**src/rtl/fb_port_arbiter.sv**
```systemverilog
// fb_port_arbiter: owns the single-port framebuffer RAM of the light-pen screen.
// Shares the RAM between the row-scan read path and the pen write path, runs
// the framebuffer clear on entry into the RST mode, and holds the pen colour.
//
//   ctrl state | meaning
//   -----------+-----------------------------------------------------------
//   IDLE       | normal operation, scan/pen arbitration active
//   CLEAR      | writing 0 to every pixel, one address per cycle
//   DONE       | clear finished, rst_ok high until mode leaves RST
module fb_port_arbiter #(
  parameter int AW         = 6,
  parameter int DW         = 2,
  parameter int STARVE_MAX = 4
) (
  input  logic          clk,
  input  logic          rst_n,
  input  logic [2:0]    state,
  input  logic          scan_req,
  input  logic [AW-1:0] scan_addr,
  output logic          scan_ack,
  output logic          scan_valid,
  output logic [DW-1:0] scan_data,
  input  logic          pen_req,
  input  logic [AW-1:0] pen_addr,
  output logic          pen_ack,
  output logic          ram_en,
  output logic          ram_we,
  output logic [AW-1:0] ram_addr,
  output logic [DW-1:0] ram_wdata,
  input  logic [DW-1:0] ram_rdata,
  output logic          rst_ok,
  output logic [DW-1:0] cur_color
);

  localparam logic [2:0] MODE_RST   = 3'd0;
  localparam logic [2:0] MODE_DRAW  = 3'd3;
  localparam logic [2:0] MODE_WRITE = 3'd4;
  localparam logic [2:0] MODE_ERASE = 3'd5;
  localparam logic [2:0] MODE_COLOR = 3'd6;

  localparam int SW = $clog2(STARVE_MAX + 1);
  localparam logic [SW-1:0] STARVE_LIM = SW'(STARVE_MAX);
  localparam logic [AW-1:0] CLR_LAST   = '1;
  localparam logic [DW-1:0] COLOR_MAX  = '1;
  localparam logic [DW-1:0] COLOR_ONE  = DW'(1);

  typedef enum logic [1:0] {
    IDLE  = 2'd0,
    CLEAR = 2'd1,
    DONE  = 2'd2
  } ctrl_t;

  ctrl_t          ctrl_q, ctrl_d;
  logic [AW-1:0]  clr_cnt_q, clr_cnt_d;
  logic [SW-1:0]  starve_q, starve_d;
  logic [DW-1:0]  color_q, color_d;
  logic           prev_rst_q;
  logic           rst_ok_q;
  logic           scan_valid_q;

  logic           in_rst;
  logic           rst_entry;
  logic           arb_en;
  logic           forced;
  logic           color_step;

  assign in_rst    = (state == MODE_RST);
  // Entry is an edge on the mode; prev_rst_q resets low so RST right after reset counts.
  assign rst_entry = in_rst && !prev_rst_q;
  // Arbitration runs only in IDLE outside RST, and is held off while rst_n is low
  // so the RAM strobes and acks read 0 during reset regardless of the requests.
  assign arb_en    = rst_n && (ctrl_q == IDLE) && !in_rst;
  // Forcing only matters if the pen is still asking; otherwise scan may proceed.
  assign forced    = (starve_q == STARVE_LIM) && pen_req;

  // Control FSM state, clear counter and the remembered previous mode.
  always_ff @(posedge clk or negedge rst_n) begin
    if (!rst_n) begin
      ctrl_q     <= IDLE;
      clr_cnt_q  <= '0;
      prev_rst_q <= 1'b0;
    end else begin
      ctrl_q     <= ctrl_d;
      clr_cnt_q  <= clr_cnt_d;
      prev_rst_q <= in_rst;
    end
  end

  // Next-state logic; a fresh RST entry restarts the clear from any state.
  always_comb begin
    ctrl_d    = ctrl_q;
    clr_cnt_d = clr_cnt_q;
    if (rst_entry) begin
      ctrl_d    = CLEAR;
      clr_cnt_d = '0;
    end else begin
      case (ctrl_q)
        IDLE: begin
          ctrl_d = IDLE;
        end
        CLEAR: begin
          clr_cnt_d = clr_cnt_q + AW'(1);
          if (clr_cnt_q == CLR_LAST) begin
            ctrl_d = DONE;
          end
        end
        DONE: begin
          if (!in_rst) begin
            ctrl_d = IDLE;
          end
        end
        default: begin
          ctrl_d    = IDLE;
          clr_cnt_d = '0;
        end
      endcase
    end
  end

  // RAM port mux and request grants: clear writes, else scan, else pen.
  always_comb begin
    ram_en     = 1'b0;
    ram_we     = 1'b0;
    ram_addr   = '0;
    ram_wdata  = '0;
    scan_ack   = 1'b0;
    pen_ack    = 1'b0;
    color_step = 1'b0;
    if (rst_n && (ctrl_q == CLEAR)) begin
      ram_en   = 1'b1;
      ram_we   = 1'b1;
      ram_addr = clr_cnt_q;
    end else if (arb_en) begin
      if (scan_req && !forced) begin
        scan_ack = 1'b1;
        ram_en   = 1'b1;
        ram_addr = scan_addr;
      end else if (pen_req) begin
        pen_ack = 1'b1;
        case (state)
          MODE_DRAW, MODE_WRITE: begin
            ram_en    = 1'b1;
            ram_we    = 1'b1;
            ram_addr  = pen_addr;
            ram_wdata = color_q;
          end
          MODE_ERASE: begin
            ram_en   = 1'b1;
            ram_we   = 1'b1;
            ram_addr = pen_addr;
          end
          MODE_COLOR: begin
            color_step = 1'b1;
          end
          default: begin
            color_step = 1'b0;
          end
        endcase
      end
    end
  end

  // Starve count saturates while the pen waits; colour skips 0 when wrapping.
  always_comb begin
    starve_d = '0;
    if (pen_req && !pen_ack) begin
      starve_d = (starve_q == STARVE_LIM) ? starve_q : starve_q + SW'(1);
    end
    color_d = color_q;
    if (color_step) begin
      color_d = (color_q == COLOR_MAX) ? COLOR_ONE : color_q + COLOR_ONE;
    end
  end

  // Arbitration history, pen colour and registered status outputs.
  always_ff @(posedge clk or negedge rst_n) begin
    if (!rst_n) begin
      starve_q     <= '0;
      color_q      <= COLOR_ONE;
      rst_ok_q     <= 1'b0;
      scan_valid_q <= 1'b0;
    end else begin
      starve_q     <= starve_d;
      color_q      <= color_d;
      rst_ok_q     <= (ctrl_d == DONE);
      scan_valid_q <= scan_ack;
    end
  end

  assign rst_ok     = rst_ok_q;
  assign scan_valid = scan_valid_q;
  assign scan_data  = scan_valid_q ? ram_rdata : '0;
  assign cur_color  = color_q;

endmodule

```
**config.mk**
```make
export PLATFORM = sky130hd
export DESIGN_NAME = fb_port_arbiter
export DESIGN_NICKNAME = d
export VERILOG_FILES = /design/src/rtl/fb_port_arbiter.sv
export SDC_FILE = /design/constraint.sdc
export NUM_CORES = 1
export LEC_CHECK = 0
export BUFFER_PORTS_ARGS = -buffer_cell sky130_fd_sc_hd__buf_4
export CAP_MARGIN = 25
export CORE_ASPECT_RATIO = 0.6
export CORE_UTILIZATION = 51
export CTS_BUF_LIST = sky130_fd_sc_hd__clkbuf_8
export DETAILED_ROUTE_END_ITERATION = 8
export PLACE_DENSITY = 0.91
export SYNTH_ARGS = -nofsm -noshare
export SYNTH_HDL_FRONTEND = slang
export SYNTH_SLANG_ARGS = --single-unit
```
**constraint.sdc**
```tcl
create_clock -name clk -period 2.2 [get_ports clk]
set_clock_uncertainty 0.1 [all_clocks]
set_input_delay 0.11 -clock clk [delete_from_list [all_inputs] [get_ports clk]]
set_output_delay 0.11 -clock clk [all_outputs]
set_load 0.01 [all_outputs]
```
Word-level counts from Yosys, hierarchy flattened
Cells that the tools add are included.
{"block": "totals", "wordCells": 78, "regBits": 16, "input_bits": 21}
{"block": "op_classes", "n_reduce_logical": 16, "n_mux": 40, "eq_ne": 12, "addsub": 3}
{"operator": "$mux 6", "count": 6}
{"operator": "$mux 1", "count": 20}
{"operator": "$mux 2", "count": 10}
{"operator": "$eq 3x3->1 const B", "count": 4}
{"operator": "$pmux 6 s2", "count": 1}
{"operator": "$logic_and 1x1->1", "count": 7}
{"operator": "$add 6x1->6 const B", "count": 1}
{"operator": "$eq 2x2->1 const B", "count": 3}
{"operator": "$eq 6x6->1 const B", "count": 1}
{"operator": "$mux 3", "count": 2}
{"operator": "$logic_not 1->1", "count": 4}
{"operator": "$pmux 2 s2", "count": 1}
{"operator": "$reduce_or 2->1", "count": 2}
{"operator": "$add 3x1->3 const B", "count": 1}
{"operator": "$eq 3x2->1 const B", "count": 1}
{"operator": "$logic_not 3->1", "count": 1}
{"operator": "$reduce_or 3->1", "count": 1}
{"operator": "$add 2x1->2 const B", "count": 1}
{"operator": "$eq 2x1->1 const B", "count": 1}
{"operator": "$logic_not 2->1", "count": 1}
{"operator": "$ne 2x1->1 const B", "count": 1}
{"operator": "$ne 2x2->1 const B", "count": 1}

Depth between registers and ports, before layout
{"block": "depth", "depth_word": 10, "depth_mapped": 7}

Worst setup path after synthesis
Ideal clock, no wire load.
{"block": "synth_timing", "kind": "reg2out", "startpoint": "register ctrl_q[1]", "endpoint": "output port ram_addr[0]", "slack_ps": 257, "n_path_buf": 0, "arrival_time_ps": 1733, "stages_incl_launch_ff": 7, "required_time_ps": 1990, "path_cell_list": "dfrtp_1 inv_1 ha_1 o311ai_4 or2_1 nor2_1 a221o_1"}
{"block": "synth_between", "elab_chain_cells": 5, "word_cells_on_any_way": 7}
{"item": "start: declaration", "line": "53", "text": "ctrl_t ctrl_q, ctrl_d;"}
{"item": "start signal: assignment", "line": "83", "text": "ctrl_q <= ctrl_d;"}
{"item": "$logic_not 2->1", "line": "72", "text": "assign arb_en = rst_n && (ctrl_q == IDLE) && !in_rst;"}
{"item": "$logic_and 1x1->1 (2 in series)", "line": "72"}
{"item": "$mux 6", "line": "133", "text": "end else if (arb_en) begin"}
{"item": "$mux 6 *", "line": "129", "text": "if (rst_n && (ctrl_q == CLEAR)) begin"}
{"item": "end: declaration", "line": "28", "text": "output logic [AW-1:0] ram_addr,"}
Every way passes the cells marked *; elsewhere a longest branch is shown, timed or not.

Final worst setup path
{"block": "layout_timing", "startpoint": "register ctrl_q[0]", "endpoint": "output port ram_addr[4]"}
Same word-level chain as after synthesis.

==> impl_metrics.csv <==
group,metric,value,unit
place,dp_hpwl,2.046,mm
drt,wl,3.077,mm
power,power_frac_comb,25.7,%
finish,nFillCells,120,
power,pwr-share-seq,41.5,%
synth,ys_seq_area_share,35.95,%
global_routing,grt_start_max_net_pins,17,
timing,holdWs,0.03533,ns
drt,drc,0,
finish,nNetsFinal,200,
critical_path,worstPathRequired,1.99,ns
synth,synth_compound_area_share,20.16,%
clocking,htreeDepth,1,
power,cellPowerDensity,505.1,nW/um2
floorplanning,core,1952,um2
critical_path,worstPathMaxFanout,10,
synth,synth_top_family_by_area,"simple AND/OR/NAND/NOR gates",
finish,instances_no_fill,199,
synth,synth_cells,122,
finish,drive_above_1_share,38.01,%
finish,final_cell_mix,"buf_4, dfrtp_1, nand2_1",
global_routing,grt_usage,26.90,%
floorplanning,die_y,38.26,um
global_routing,grt_overflow,0,
clocking,clock_latency,0.26,ns
critical_path,cp-end-kind,"output pin",
synth,syn_nets,150,
floorplanning,initial_utilization,57.24,%
finish,n_antenna_cell,0,
synth,synthAdderAreaFrac,7.839,%
drt,wl_per_cell,15.46,um
timing,finalCritPeriodShare,96.65,%
global_routing,grt_pass1_wl,4.754,mm
synth,synth_area,1117,um2
place,numPortBuffers,38,
critical_path,cp_slowest_cell,"dfrtp_1",
drt,dr.pass1.iters,4,
clocking,cts_sinks,16,
synth,synthSimpleGateAreaFrac,28.44,%
power,p_leak,0.7893,nW
floorplanning,fp.dieW,62.43,um
critical_path,rrSetupSlack,0.17,ns
power,pwr-share-clk,32.8,%
status,status,"complete, no violations",
drt,avgViaCountPerCell,5.834,
power,p_sw_share,27.65,%
place,post-place-ws,0.1552,ns
critical_path,path_class,"flop to output pin",
power,irDropWorstVdd,0.3685,mV
timing,tightest_slew,0.7731,ns
run,drv_cap,0,
place,dp_cells,189,
synth,synth_xor_area_share,0.7839,%
power,p_switching,0.0002212,W
clocking,ctsRootBufferMaster,"clkbuf_8",
synth,synth.distinct_cells,37,
floorplanning,die_area,2388,um2
finish,syn2layout_area_growth,41.77,%
timing,fin_crit,2.126,ns
min_path,min_path_type,"input port to flop",
synth,avgSynthCellArea,9.158,um2
finish,layout_commonest_cell,"buf_4",
power,p_int,0.0005789,W
global_routing,grt_pass1_vias,994,
critical_path,cpMostUsedCell,"buf_4",
drt,drt-initial-drc-count,52,
global_routing,antenna_found_initial,0,
timing,setup_violations,0,
clocking,path_clk_slew,0.06,ns
clocking,cts_inserted_buffers,3,
drt,antenna_left,0,
floorplanning,boundaryPins,39,
timing,slew_headroom,48.29,%
critical_path,cp.arrival,1.92,ns
critical_path,cp_slowest_stage_delay,0.40,ns
place,place_congestion,0.8299,
clocking,clk_path_buf_depth,2,
synth,ys_warn_count,0,
synth,synth_mux_area_share,3.807,%
critical_path,cp-start-kind,"flop",
timing,hold_viol,0,
synth,synth-seq-cells,16,
critical_path,crit_chain,"buf_4, ha_2, or2_4, nor3_4, a221o_1, buf_4",
timing,slew_violations,0,
floorplanning,rows,12,
clocking,cts_tree,"done",
timing,max_freq,470.3,MHz
drt,vias,1161,
timing,worst_slack,0.07365,ns
-- Yosys cell counts --
cell,count,area share (%)
inv_1,7,2.4
and2b_1,1,0.67
and3_1,9,5.0
nand4_1,1,0.56
ha_1,7,7.8
nand2_1,13,4.4
a221o_1,6,5.4
o21ai_1,1,0.45
o311ai_4,1,2.4
mux2_2,2,2.0
o211a_1,1,0.90
a21o_1,1,0.67
o21a_1,1,0.67
nor4_1,2,1.1
or4_1,1,0.67
dfstp_2,1,2.4
nand3_1,6,2.7
nor3_1,4,1.8
a31oi_1,1,0.56
o31ai_1,1,0.67
and3b_1,1,0.78
nor2_1,9,3.0
and4b_1,1,0.90
clkbuf_1,2,0.67
a21oi_1,5,2.2
mux2i_1,2,1.8
nor3_2,1,0.90
a2111oi_4,1,2.5
dfrtp_1,15,34
o21ai_0,4,1.8
or2_1,1,0.56
and2_1,3,1.7
nor3b_1,3,2.0
or2_2,2,1.1
a22oi_1,3,2.0
xnor2_1,1,0.78
nor2b_1,1,0.56
-- metal layers --
metal	share of wire [%]	global-route usage [%]	wire, um
met3	11	8.333	337
met4	1.1	5.233	35
met5	0	0	0
met2	47	50.27	1451
met1	41	31.46	1253
-- cell families after synthesis --
group	count (synthesis)
buffers and inverters	9
adder cells (fa/ha/maj)	7
AO/OA/AOI/OAI	26
flip-flops	16
AND/OR/NAND/NOR	59
multiplexers	4
XOR/XNOR	1
-- final cells by class --
cell class / instances / area (um2) / share of cell area (%)
flip-flops and latches: 16 / 401.6 / 25.36
clock buffers: 4 / 55.05 / 3.476
well taps: 28 / 35.03 / 2.212
repair buffers: 47 / 355.3 / 22.43
multi-input cells: 97 / 710.7 / 44.87
inverters: 7 / 26.28 / 1.659
-- stage by stage --
step / TNS [ns] / total power (W) / utilization, % / area, um2
2_1_floorplan: 0 / 0.0004218 / - / 1117
3_3_place_gp: 0 / 0.0005114 / 74.42 / 1453
3_5_place_dp: 0 / 0.0005220 / 74.42 / 1453
4_1_cts: 0 / 0.0007914 / 78.97 / 1541
6_report: 0 / 0.0008002 / 81.15 / 1584
5_1_grt: -0.04133 / 0.0008416 / 81.15 / 1584
-- flip-flops by register name (all words and copies together) (netlist names) --
signal / count
clr_cnt_q: 6
cur_color: 2
scan_valid: 1
starve_q: 3
rst_ok: 1
ctrl_q: 2
prev_rst_q: 1
-- path summary, 6_finish.rpt --
check	startpoint	endpoint	depth (start not counted)
hold reg to reg	cur_color[0]$_DFFE_PN1P_	cur_color[0]$_DFFE_PN1P_	2
setup / recovery	ctrl_q[0]$_DFF_PN0_	ram_addr[4]	6
max in group asynchronous	rst_n	clr_cnt_q[0]$_DFFE_PN0P_	2
setup reg to reg	ctrl_q[0]$_DFF_PN0_	cur_color[0]$_DFFE_PN1P_	7
min in group asynchronous	rst_n	clr_cnt_q[3]$_DFFE_PN0P_	2
hold / removal	state[0]	prev_rst_q$_DFF_PN0_	2
-- repair_timing --
item / in CTS / in global routing
hold endpoints to repair: 16 / 0
setup endpoints to repair: 6 / 6
gates resized for setup: 5 / 5
pin swaps: 1 / 3
setup buffers: 0 / 5
hold buffers: 1 / 0
-- worst max-delay path, delay by kind of cell (launching register included) --
family / cells / cell delay (ns)
flops: 1 / 0.40
buf+inv: 2 / 0.27
simple gates: 2 / 0.53
fa+ha+maj: 1 / 0.24
compound gates: 1 / 0.21
-- power groups by stage --
stage | sequential [W] | clock, W | combinational, W
floorplan | 0.000338 | 0 | 0.0000836
global placement | 0.000335 | 0 | 0.000176
detailed placement | 0.000337 | 0 | 0.000185
CTS | 0.000332 | 0.000267 | 0.000193
global route | 0.000334 | 0.000283 | 0.000224
finish | 0.000332 | 0.000262 | 0.000205
(Power assumes the default switching activity.)
